$ cat src/rtl/ref_clk_training_ctrl.sv
// ref_clk_training_ctrl: sweeps the ref-clock lane delay line until the sampled clock pattern changes.
module ref_clk_training_ctrl #(
  parameter int SETTLE_CYCLES = 8,
  parameter int CONFIRM_CNT = 4,
  parameter int MAX_TAPS = 127
) (
  input  logic       FAB_CLK,
  input  logic       RESET,
  input  logic       START,
  input  logic [7:0] RX_DATA_0,
  input  logic       EYE_MONITOR_EARLY_0,
  input  logic       EYE_MONITOR_LATE_0,
  input  logic       DELAY_LINE_OUT_OF_RANGE_0,
  output logic       DELAY_LINE_LOAD_0,
  output logic       DELAY_LINE_MOVE_0,
  output logic       DELAY_LINE_DIRECTION_0,
  output logic       EYE_MONITOR_CLEAR_FLAGS_0,
  output logic       BUSY,
  output logic       TRAIN_DONE,
  output logic       TRAIN_FAIL,
  output logic [7:0] TAP_COUNT,
  output logic [1:0] EYE_STATUS
);
  typedef enum logic [3:0] {IDLE, LOAD, SETTLE, REF, MOVE, WAIT, CHECK, DONE, FAIL} state_e;
  localparam logic [7:0] SETTLE_LAST = 8'(SETTLE_CYCLES - 1);
  localparam logic [7:0] MAX_T = 8'(MAX_TAPS);
  localparam logic [3:0] CONF_LAST = 4'(CONFIRM_CNT - 1);
  state_e state_q, state_d;
  logic [7:0] cnt_q, cnt_d, tap_q, tap_d, ref_q, ref_d;
  logic [3:0] conf_q, conf_d;
  logic [1:0] eye_q, eye_d;
  logic busy, oor, mismatch;
  always_ff @(posedge FAB_CLK) begin
    if (RESET) begin
      state_q <= IDLE;
      cnt_q <= '0;
      tap_q <= '0;
      ref_q <= '0;
      conf_q <= '0;
      eye_q <= '0;
    end else begin
      state_q <= state_d;
      cnt_q <= cnt_d;
      tap_q <= tap_d;
      ref_q <= ref_d;
      conf_q <= conf_d;
      eye_q <= eye_d;
    end
  end
  always_comb begin
    busy = state_q inside {LOAD, SETTLE, REF, MOVE, WAIT, CHECK};
    oor = DELAY_LINE_OUT_OF_RANGE_0 && (state_q inside {MOVE, WAIT, CHECK});
    mismatch = RX_DATA_0 != ref_q;
    state_d = state_q;
    cnt_d = cnt_q;
    tap_d = tap_q;
    ref_d = ref_q;
    conf_d = conf_q;
    eye_d = (busy && state_q != LOAD) ? eye_q | {EYE_MONITOR_EARLY_0, EYE_MONITOR_LATE_0} : eye_q;
    case (state_q)
      IDLE, DONE, FAIL: state_d = START ? LOAD : state_q;
      LOAD: begin
        state_d = SETTLE;
        cnt_d = '0;
        tap_d = '0;
        conf_d = '0;
        eye_d = '0;
      end
      SETTLE, WAIT: begin
        cnt_d = (cnt_q == SETTLE_LAST) ? '0 : cnt_q + 8'd1;
        state_d = (cnt_q != SETTLE_LAST) ? state_q : (state_q == SETTLE) ? REF : CHECK;
      end
      REF: begin
        ref_d = RX_DATA_0;
        state_d = MOVE;
      end
      MOVE: begin
        tap_d = tap_q + 8'd1;
        state_d = WAIT;
      end
      CHECK: begin
        conf_d = mismatch ? conf_q + 4'd1 : '0;
        state_d = mismatch ? ((conf_q == CONF_LAST) ? DONE : CHECK) : ((tap_q == MAX_T) ? FAIL : MOVE);
      end
      default: state_d = IDLE;
    endcase
    // end stop overrides any edge or exhaustion decision taken this cycle
    if (oor) state_d = FAIL;
  end
  assign DELAY_LINE_LOAD_0 = state_q == LOAD;
  assign EYE_MONITOR_CLEAR_FLAGS_0 = state_q == LOAD;
  assign DELAY_LINE_MOVE_0 = state_q == MOVE;
  assign DELAY_LINE_DIRECTION_0 = busy;
  assign BUSY = busy;
  assign TRAIN_DONE = state_q == DONE;
  assign TRAIN_FAIL = state_q == FAIL;
  assign TAP_COUNT = tap_q;
  assign EYE_STATUS = eye_q;
endmodule

$ cat config.mk
export PLATFORM = sky130hd
export DESIGN_NAME = ref_clk_training_ctrl
export DESIGN_NICKNAME = d
export VERILOG_FILES = /design/src/rtl/ref_clk_training_ctrl.sv
export SDC_FILE = /design/constraint.sdc
export NUM_CORES = 1
export LEC_CHECK = 0
export ABC_AREA = 1
export ABC_CLOCK_PERIOD_IN_PS = 1300
export BUFFER_PORTS_ARGS = -buffer_cell sky130_fd_sc_hd__buf_2
export CAP_MARGIN = 0
export CORE_ASPECT_RATIO = 1.2
export CORE_UTILIZATION = 40
export DETAILED_ROUTE_END_ITERATION = 6
export PLACE_DENSITY = 0.68
export RECOVER_POWER = 25
export SYNTH_ARGS = -nofsm -noshare
export SYNTH_HDL_FRONTEND = slang
export SYNTH_SLANG_ARGS = --single-unit
$ cat constraint.sdc
create_clock -name FAB_CLK -period 1.3 [get_ports FAB_CLK]
set_input_delay 0.13 -clock FAB_CLK [delete_from_list [all_inputs] [get_ports FAB_CLK]]
set_output_delay 0.13 -clock FAB_CLK [all_outputs]
set_load 0.05 [all_outputs]
# [Word level (Yosys, flattened, before mapping)]
# Cells that the tools add are included.
[word_totals] register_bits=34 latch_bits=0 ramBits=0 romBits=0 inputBits=14 word_cells=56 memories=0
[op_classes] add_sub_neg=3 n_mul=0 div_mod_pow=0 order_cmp=0 eq_ne=18 shift=0 mux=13 bitwise=1 reduce_logical=14
[ops] op="$pmux W8 S2" n=2
[ops] op="$mux W4" n=6
[ops] op="$pmux W4 S6" n=1
[ops] op="$add A8 B1 Y8 const B" n=2
[ops] op="$eq A4 B3 Y1 const B" n=4
[ops] op="$eq A4 B2 Y1 const B" n=3
[ops] op="$eq A8 B3 Y1 const B" n=1
[ops] op="$eq A8 B7 Y1 const B" n=1
[ops] op="$mux W8" n=1
[ops] op="$ne A8 B3 Y1 const B" n=1
[ops] op="$ne A8 B8 Y1" n=1
[ops] op="$pmux W4 S2" n=1
[ops] op="$ne A3 B3 Y1 const B" n=2
[ops] op="$reduce_bool A2 Y1" n=3
[ops] op="$reduce_bool A6 Y1" n=1
[ops] op="$reduce_or A2 Y1" n=3
[ops] op="$add A4 B1 Y4 const B" n=1
[ops] op="$eq A4 B1 Y1 const B" n=1
[ops] op="$eq A4 B4 Y1 const B" n=1
[ops] op="$logic_not A4 Y1" n=1
[ops] op="$ne A2 B2 Y1 const B" n=2
[ops] op="$ne A4 B1 Y1 const B" n=1
[ops] op="$reduce_and A2 Y1" n=2
[ops] op="$mux W3" n=1
[ops] op="5 further kinds" n=6

# [Depth between registers and ports, before layout]
[logic_depth] ltp_word=5 depth_mapped=10

# [Least setup slack after synthesis]
# No wires, ideal clock.
[synth_timing] path_kind="reg-to-output" from="register state_q[1]" to="output port DELAY_LINE_DIRECTION_0" arrival_time_ns=2.045 t_required_ns=1.170 path_slack_ns=-0.875 path_stages_with_launch=4 n_path_buf=1 cell_sequence="dfxtp_1 > nor2_2 > o21ai_0 > buf_4"
[synth_via] elab_chain_len=2
[synth_rtl] element="start, declared" line="28" source="state_e state_q, state_d;"
[synth_rtl] element="start signal, assigned" line="42" source="state_q <= state_d;"
[synth_rtl] element="$eq A4 B1 Y1 (tied with other cells)" line="51" source="busy = state_q inside {LOAD, SETTLE, REF, MOVE, WAIT, CHECK};"
[synth_rtl] element="$reduce_bool A6 Y1 *" line="51"
[synth_rtl] element="end, declared" line="16" source="output logic DELAY_LINE_DIRECTION_0,"
# Mark *: on every way between the ends. The rest lies on a longest branch, timed or not.

# [Worst setup path after layout]
[layout_timing] from="register state_q[2]" to="output port TRAIN_DONE"
[layout_via] elab_chain_len=1
[layout_rtl] element="$eq A4 B3 Y1" line="95" source="assign TRAIN_DONE = state_q == DONE;"
[layout_rtl] element="end, declared" line="19" source="output logic TRAIN_DONE,"
# Every way passes these cells.

==> impl_results.md <==
- Share of layout cells above drive strength 1: 47.8%
- Clock Tree Buf Depth: 2
- Buf/Inv on CP: 5
- EDFF count, synth: 0
- Setup ws final: -159 ps
- Crit path required time: approximately 1200 ps
- Count leader, synth: nand2_1
- Sequential fraction of the synthesis area: around 38%
- Crit-path max FO: 4
- Total Routing Usage GR: about a fifth
- Worst path slowest cell: dfxtp_2
- Worst setup SP type: flip-flop
- Maxcap violations: 0
- CP peak stage delay: ~350 ps
- Arr. time, crit path: 1330 ps
- Synthesized area: 1800 sq um
- Seq cells post-synth: 34
- Headroom to the max-slew limit: around four fifths
- Worst vdd ir: between 1.5 and 2 mV
- Max Slew Vio Count: 0
- Final period util: 112%
- CTS tree: built
- WL/cell: 12.3 um
- Failing checks: setup timing
- Leakage: around 1.3 nW
- Synth async-reset ratio: 0%
- Chip Height: 75.6 um
- Clock transition at the registers of the reported paths: 70 ps
- Clk Latency, worst-skew pair: 290 ps
- First-pass GRT wire length: about 7300 um
- Yosys top cell area share: 37.7%
- Grt ovf: 0
- Final Hold Viols: 0
- Total detailed-routing wirelength: 4950 um
- Largest cells by area after synthesis: dfxtp_1 38%, nand2_1 14%, a21oi_1 7.8%
- DRT iter0 DRCs: 67
- Max Fclk: 685 MHz
- Mean area per synthesized cell: between 6 and 7 sq um
- Yosys cell types: 30
- Post-synth top flop: dfxtp_1
- Top post-synthesis cells by count: 69 x nand2_1, 34 x dfxtp_1, 29 x inv_1
- Crit end category: output pin
- Crit path time final: around 1500 ps
- Worst-path cell chain: inv_4 -> nor2_4 -> buf_6 -> inv_4 -> buf_6 -> nor2_4 -> buf_8
- Mapped Cells: ~270
- Final Skew: roughly 3.2 ps
- Antenna violation net count after detailed routing: 0
- Initial core utilization: between 40% and 50%
- P&R area growth vs syn: 59.4%
- Number of global-route vias before repair: 1,730
- Ant. Diodes: 0
- Non-Filler Instances: 401
- Die W: ~63 um
- H-tree depth: 2
- Power Total: 4.89 mW
- Dpl cells: between 300 and 400
- PD cells: around 1700 nW/um^2
- Run status: finished, violations left
- DP Wirelength: 3300 um
- FP Rows: 26
- Worst Tran Pin Value: 293 ps
- CTS root buf: clkbuf_8
- Setup Crit Path Kind: reg -> out
- Count of final setup violators: 23
- Synth area leader: dfxtp_1
- Total CTS buffers: 5
- I/O Pins: 31
- Post-Syn Nets: 283
- Core box area: ~4300 sq um
- Clock sink total: 34
- Initial antenna violation count: 0
- Gpl congestion: 0.831
- IO Port Bufs: 30
- DRC viols: 0
- Via count: slightly below 2k
- Hold buffer count at CTS: 0
- Die area: between 4000 and 5000 sq um
- Pin count of the biggest net entering global routing: 15
- # fillers: between 300 and 400
- Hold WS: between 80 and 90 ps
- Via density per instance: roughly 4.9
- Family with the most delay on the worst path: buffers and inverters
- Final #Nets: about 360
- Setup TNS: -1780 ps
- YS warnings: 0
- RSZ-0062 raised after global routing: yes
- Initial DRT Pass Iterations: 4
- HP Class: in -> reg
## metal layers
metal	up-vias	global-route usage, %	wire length (um)
li1	1013	-	-
met1	897	21.9	2040
met2	29	36.9	2660
met3	9	4.19	171
met4	0	6.82	81
met5	-	0	0
## report_power, final
| group | internal [mW] | switching (mW) | leakage, nW |
|---|---|---|---|
| registers | 1.16 | 0.127 | 0.283 |
| logic | 1.21 | 1.58 | 0.951 |
| clock network | 0.427 | 0.386 | 0.0482 |
| total | 2.80 | 2.09 | 1.28 |
## registers in the layout (all words and copies together) (netlist names)
name / flops
cnt_q: 8
EYE_STATUS: 2
conf_q: 4
TAP_COUNT: 8
ref_q: 8
state_q: 4
## path summary, 6_finish.rpt
check / start / end / slack [ps] / cells after the start
max: state_q[2] / TRAIN_DONE / -160 / 7
min reg2reg: EYE_STATUS[1] / EYE_STATUS[1] / 450 / 2
max reg2reg: cnt_q[1] / cnt_q[7] / -110 / 9
min: EYE_MONITOR_LATE_0 / EYE_STATUS[0] / 80 / 3
## cell usage in the layout (no fill, tap or decap), types with 3 or more instances in the layout
cell / instances
nor2_4: 6
nand2_4: 5
buf_8: 4
nand4_1: 3
nand2_1: 59
a21oi_1: 22
clkbuf_2: 4
inv_4: 6
clkbuf_8: 6
nor2_2: 7
buf_2: 19
nand2_2: 10
buf_4: 34
o21ai_2: 4
dfxtp_2: 7
o21ai_0: 12
nor2_1: 16
xnor2_1: 4
inv_1: 25
nand3_1: 6
dfxtp_4: 6
dfxtp_1: 21
buf_6: 13
a21oi_2: 6
inv_2: 6
## cells by family after synthesis
kind of cell | count (synthesis) | synth area share [%]
xor gates and xnor gates | 5 | 2.43
and+or+nand+nor | 128 | 32.5
AOI/OAI and AO/OA | 53 | 15.9
DFF | 34 | 37.7
adders and majority gates | 3 | 2.08
buffers and inverters | 43 | 9.43
## layout make-up
type,count,area [sq um],share of cell area (%)
sequential,34,712,24.7
tap,56,70.1,2.44
timing repair buffer,76,617,21.4
inverter,38,163,5.65
multi-input combinational,189,1220,42.5
clock buffer,7,86.3,3.00
clock inverter,1,5.00,0.174
## worst reg2reg max path, delay by kind of cell, from the launching register on
family | cells | cell delay (ps)
AO/OA/AOI/OAI | 1 | 130
buffers and inverters | 1 | 100
flip-flops | 1 | 360
AND/OR/NAND/NOR | 7 | 760
## through the flow
stage | setup slack (ps) | cell area, sq um | utilization [%]
5_1_grt | -217 | 2880 | 67.0
6_report | -159 | 2880 | 67.0
3_3_place_gp | -94.3 | 2350 | 54.7
3_5_place_dp | -120 | 2350 | 54.7
2_1_floorplan | 0.623 | 1880 | -
4_1_cts | -174 | 2590 | 60.4
## repair_timing
action                     CTS  global route
pin swaps                    5            20
hold endpoints to repair     0             0
setup buffers                3            10
setup endpoints to repair   23            38
gates resized for setup     47            53
(Power assumes the default switching activity.)
